--- src/rtl/adma_sm_axi_b.sv ---
// AXI B-channel response generator: pairs queued AW info with W-done events in
// order and presents one registered B response per transaction.
module adma_sm_axi_b #(
  parameter int SLV_ID_W     = 5,
  parameter int ATX_RESP_W   = 2,
  parameter int ATX_NUM_OSTD = 4,
  parameter int OSTD_CNT_W   = $clog2(ATX_NUM_OSTD + 1)
) (
  input  logic                  clk,
  input  logic                  rst_n,
  input  logic [SLV_ID_W-1:0]   aw_id,
  input  logic                  aw_decerr,
  input  logic                  aw_vld,
  output logic                  aw_rdy,
  input  logic                  wd_slverr,
  input  logic                  wd_vld,
  output logic                  wd_rdy,
  output logic [SLV_ID_W-1:0]   s_bid_o,
  output logic [ATX_RESP_W-1:0] s_bresp_o,
  output logic                  s_bvalid_o,
  input  logic                  s_bready_i,
  output logic [OSTD_CNT_W-1:0] ostd_cnt
);

  localparam int PTR_W = $clog2(ATX_NUM_OSTD);
  localparam int AWE_W = SLV_ID_W + 1;

  // DECERR outranks SLVERR; EXOKAY is never produced.
  function automatic logic [ATX_RESP_W-1:0] resp_encode(input logic decerr, input logic slverr);
    logic [ATX_RESP_W-1:0] r;
    r = '0;
    if (decerr)      r[1:0] = 2'b11;
    else if (slverr) r[1:0] = 2'b10;
    return r;
  endfunction

  logic [AWE_W-1:0]      r_aw_mem [ATX_NUM_OSTD];
  logic                  r_wd_mem [ATX_NUM_OSTD];
  logic [PTR_W:0]        r_aw_wptr, r_aw_rptr, r_wd_wptr, r_wd_rptr;
  logic                  r_bvalid_p1;
  logic [SLV_ID_W-1:0]   r_bid_p1;
  logic [ATX_RESP_W-1:0] r_bresp_p1;
  logic [OSTD_CNT_W-1:0] r_ostd_cnt;

  logic             w_aw_full, w_aw_empty, w_wd_full, w_wd_empty;
  logic             w_aw_push, w_wd_push, w_pair, w_b_hs;
  logic [AWE_W-1:0] w_aw_head;
  logic             w_wd_head;

  assign w_aw_full  = (r_aw_wptr[PTR_W] != r_aw_rptr[PTR_W]) &&
                      (r_aw_wptr[PTR_W-1:0] == r_aw_rptr[PTR_W-1:0]);
  assign w_aw_empty = (r_aw_wptr == r_aw_rptr);
  assign w_wd_full  = (r_wd_wptr[PTR_W] != r_wd_rptr[PTR_W]) &&
                      (r_wd_wptr[PTR_W-1:0] == r_wd_rptr[PTR_W-1:0]);
  assign w_wd_empty = (r_wd_wptr == r_wd_rptr);

  assign aw_rdy    = ~w_aw_full;
  assign wd_rdy    = ~w_wd_full;
  assign w_aw_push = aw_vld & ~w_aw_full;
  assign w_wd_push = wd_vld & ~w_wd_full;
  assign w_b_hs    = r_bvalid_p1 & s_bready_i;
  assign w_pair    = ~w_aw_empty & ~w_wd_empty & (~r_bvalid_p1 | s_bready_i);
  assign w_aw_head = r_aw_mem[r_aw_rptr[PTR_W-1:0]];
  assign w_wd_head = r_wd_mem[r_wd_rptr[PTR_W-1:0]];

  // Stage p0: queue storage and pointers
  always_ff @(posedge clk) begin
    if (w_aw_push) r_aw_mem[r_aw_wptr[PTR_W-1:0]] <= {aw_id, aw_decerr};
    if (w_wd_push) r_wd_mem[r_wd_wptr[PTR_W-1:0]] <= wd_slverr;
  end

  always_ff @(posedge clk or negedge rst_n) begin
    if (!rst_n) begin
      r_aw_wptr <= '0;
      r_aw_rptr <= '0;
      r_wd_wptr <= '0;
      r_wd_rptr <= '0;
    end else begin
      if (w_aw_push) r_aw_wptr <= r_aw_wptr + 1'b1;
      if (w_wd_push) r_wd_wptr <= r_wd_wptr + 1'b1;
      if (w_pair) begin
        r_aw_rptr <= r_aw_rptr + 1'b1;
        r_wd_rptr <= r_wd_rptr + 1'b1;
      end
    end
  end

  // Stage p1: B output register, reloadable in the cycle it is drained
  always_ff @(posedge clk or negedge rst_n) begin
    if (!rst_n) begin
      r_bvalid_p1 <= 1'b0;
      r_bid_p1    <= '0;
      r_bresp_p1  <= '0;
    end else if (w_pair) begin
      r_bvalid_p1 <= 1'b1;
      r_bid_p1    <= w_aw_head[AWE_W-1:1];
      r_bresp_p1  <= resp_encode(w_aw_head[0], w_wd_head);
    end else if (w_b_hs) begin
      r_bvalid_p1 <= 1'b0;
    end
  end

  always_ff @(posedge clk or negedge rst_n) begin
    if (!rst_n) begin
      r_ostd_cnt <= '0;
    end else begin
      unique case ({w_aw_push, w_b_hs})
        2'b10:   r_ostd_cnt <= r_ostd_cnt + OSTD_CNT_W'(1);
        2'b01:   r_ostd_cnt <= r_ostd_cnt - OSTD_CNT_W'(1);
        default: r_ostd_cnt <= r_ostd_cnt;
      endcase
    end
  end

  assign s_bvalid_o = r_bvalid_p1;
  assign s_bid_o    = r_bid_p1;
  assign s_bresp_o  = r_bresp_p1;
  assign ostd_cnt   = r_ostd_cnt;

endmodule

--- config.mk ---
export PLATFORM = sky130hd
export DESIGN_NAME = adma_sm_axi_b
export DESIGN_NICKNAME = d
export VERILOG_FILES = /design/src/rtl/adma_sm_axi_b.sv
export SDC_FILE = /design/constraint.sdc
export NUM_CORES = 1
export LEC_CHECK = 0
export CORE_UTILIZATION = 35
export DETAILED_ROUTE_END_ITERATION = 10
export SETUP_SLACK_MARGIN = 0.3
export SYNTH_ARGS = -nofsm -noshare
export SYNTH_HDL_FRONTEND = slang
export SYNTH_SLANG_ARGS = --single-unit
--- constraint.sdc ---
create_clock -name clk -period 2.8 [get_ports clk]
set_clock_uncertainty 0.15 [all_clocks]
set_input_delay 0.56 -clock clk [delete_from_list [all_inputs] [get_ports clk]]
set_output_delay 0.56 -clock clk [all_outputs]
set_load 0.05 [all_outputs]
==> impl_metrics.csv <==
group,metric,value,unit
detailed_routing,first_pass_iters,4,
global_routing,antenna_found_initial,0,
sta,setup_viol,0,
place,port_buffers,24,
worst_setup_path,path_class,"flip-flop to output port",
global_routing,grt_max_degree,24,
cts,clk_pin_slew,0.09,ns
floorplan,std_cell_rows,28,
final_layout,nets,193,
detailed_routing,routed_wl,3550,um
floorplan,die_h,81.8,um
place,placed_cells,237,
min_path,hold_end,"r_aw_wptr[2]",
final_layout,final_cells,245,
detailed_routing,drtIter0Drc,57,
cts,cts_tree,"done",
cts,clk_latency,0.29,ns
floorplan,io_pins,25,
sta,layout_min_cycle_time,2.31,ns
min_path,min_from,"r_aw_wptr[2]",
power_and_ir_drop,power_density,1220,nW/um2
sta,tightestPinTransition,0.503,ns
cts,clk_path_buf_depth,2,
worst_setup_path,r2r.worst_path.cells,8,
sta,timing.final.crit_share,82.6,%
global_routing,grt_pass1_wl,5680,um
floorplan,die_w,81.8,um
min_path,hold_class,"flip-flop to flip-flop",
global_routing,overflow,0,
sta,timing.hold.ws,0.343,ns
final_layout,drive_gt1_share,15.3,%
sta,finalMaxSlewViolations,0,
cts,cts_made_buffers,5,
yosys,syn_inst,137,
job,cap_viol_max_count,0,
worst_setup_path,critPathLaunchType,"flip-flop",
worst_setup_path,r2r_start,"r_aw_rptr[1]",
detailed_routing,route.vias.total,1127,
yosys,synth_edf_count,28,
yosys,yosysSeqAreaShare,63.6,%
power_and_ir_drop,vdd_drop_max,703,uV
yosys,syn_area,2230,um2
yosys,synth-seq-cells,51,
yosys,synthDistinctLibCells,23,
floorplan,start_util,37.0,%
cts,cts_root_buf,"clkbuf_8",
worst_setup_path,cp_max_fo,9,
sta,relSlewSlack,66.4,%
cts,cts_setup_buffers,0,
floorplan,dieArea,6690,um2
yosys,synth.avg_cell_area,16.3,um2
cts,htreeDepth,2,
detailed_routing,via_per_inst,4.60,
yosys,synth_warnings,0,
final_layout,antennaDiodeCount,0,
place,dp_hpwl,2550,um
worst_setup_path,cp_data_arrival_time,1.60,ns
global_routing,grtUsageTotal,11.9,%
yosys,ys.flop_type,"edfxtp_1",
sta,finalHoldViolCount,0,
detailed_routing,wl_per_cell,14.5,um
worst_setup_path,endpoint_kind,"output port",
cts,cts_sinks,51,
detailed_routing,drc,0,
sta,fmax,432,MHz
yosys,synth_nets,161,
final_layout,area_delta_synth_final,18.8,%
power_and_ir_drop,p_leak,1.04,nW
worst_setup_path,r2r-end,"ostd_cnt[2]",
global_routing,grt_pass1_vias,1139,
place,gp_congestion,0.665,
yosys,synthArstFlopShare,45.1,%
detailed_routing,ant_nets,0,
sta,rsz0062_at_grt,"no",
worst_setup_path,required,2.09,ns
sta,fin_setup_tns,0,ns
status,status,"complete, no violations",
floorplan,coreArea,6030,um2
worst_setup_path,r2r_slack,0.53,ns
min_path,min_path_cells,1,
repair_timing:
item	4_1_cts	5_1_grt
hold buffers	0	0
gates resized for setup	2	1
setup endpoints to repair	2	2
pin swaps	0	0
gates cloned	0	0
metal layers:
| layer | track usage [%] | wire length (um) | vias up |
|---|---|---|---|
| met4 | 4.21 | 31 | 0 |
| met3 | 3.33 | 112 | 4 |
| met1 | 15.7 | 1640 | 559 |
| li1 | - | - | 547 |
| met5 | 0 | 0 | - |
| met2 | 18.8 | 1760 | 17 |
metrics by stage:
step           area, um2  setup WS, ns  utilization, %  power (mW)
2_1_floorplan       2230         0.445               -        2.46
4_1_cts             2640         0.391            43.9        3.28
6_report            2650         0.488            43.9        3.24
3_5_place_dp        2560         0.168            42.5        2.89
5_1_grt             2650         0.359            43.9        3.47
3_3_place_gp        2560         0.290            42.5        2.84
flip-flops by register name, summed over array words and instances (netlist names):
signal and cells:
r_wd_rptr 3, r_wd_mem 4, s_bid_o 5, ostd_cnt 3
r_aw_rptr 3, r_wd_wptr 3, r_aw_wptr 3, s_bresp_o 2
r_aw_mem 24, s_bvalid_o 1
power breakdown:
group / switching [mW] / internal, mW
clock network: 0.229 / 0.175
registers: 0.185 / 1.08
logic: 0.884 / 0.687
placed cells by master, fill, tap and decap left out, types with 2 or more instances in the layout:
cell type        netlist  final
mux2_2                 9      9
xor2_1                 9      9
edfxtp_1              28     28
clkbuf_8               0      5
nor3_1                 2      2
a31oi_1                2      2
o21ai_0                3      3
buf_4                  1      4
inv_1                  9      9
nand2_1                4      4
dfrtp_1               23     22
and2_1                 9      9
dlygate4sd2_1          0      2
mux4_1                 3      3
and3b_1                2      2
mux4_2                 4      4
clkdlybuf4s50_1        0     22
nand3_1                2      2
xnor2_1                8      8
ha_1                  11     11
nor2_1                 2      2
cell families (layout without fill, tap and decap cells):
group,Yosys count,in the layout,share of synthesized area [%]
adder cells (fa/ha/maj),12,12,7.08
XOR/XNOR,17,17,6.69
multiplexers,17,17,12.6
buffers and inverters,12,45,2.87
AO/OA/AOI/OAI,5,5,1.24
AND/OR/NAND/NOR,23,23,5.96
flip-flops,51,51,63.6
synthesized netlist by cell type, drive strengths merged (3+ instances only):
| cell type | n | share of area, % |
|---|---|---|
| mux2 | 9 | 4.6 |
| dfrtp | 23 | 26 |
| buf | 3 | 1.3 |
| and2 | 9 | 2.5 |
| inv | 9 | 1.5 |
| edfxtp | 28 | 38 |
| o21ai | 3 | 0.67 |
| nand2 | 4 | 0.67 |
| nor3 | 3 | 0.90 |
| mux4 | 7 | 7.6 |
| xor2 | 9 | 3.5 |
| xnor2 | 8 | 3.1 |
| ha | 11 | 6.2 |
final cells by class:
class	instances	area, um2
Clock inverter	2	12.5
Tap cell	75	93.8
Inverter	9	33.8
Sequential cell	51	1420
Fill cell	571	3380
Clock buffer	6	72.6
Timing Repair Buffer	28	268
Multi-Input combinational cell	74	747
worst max-delay path by stage:
stage | start | end | slack [ns]
finish | r_aw_rptr[1] | aw_rdy | 0.49
global route | r_aw_rptr[1] | aw_rdy | 0.36
CTS | r_aw_rptr[1] | aw_rdy | 0.39
detailed placement | aw_vld | ostd_cnt[2] | 0.17
global placement | aw_vld | ostd_cnt[2] | 0.29
floorplan | r_aw_rptr[0] | ostd_cnt[2] | 0.45
worst max-delay path: stages, from the launching register on:
cell and delay (ns):
dfrtp_2 0.50, xnor2_1 0.18, nand3_1 0.10, dlygate4sd2_1 0.53
Power figures use the tool's default switching activity.
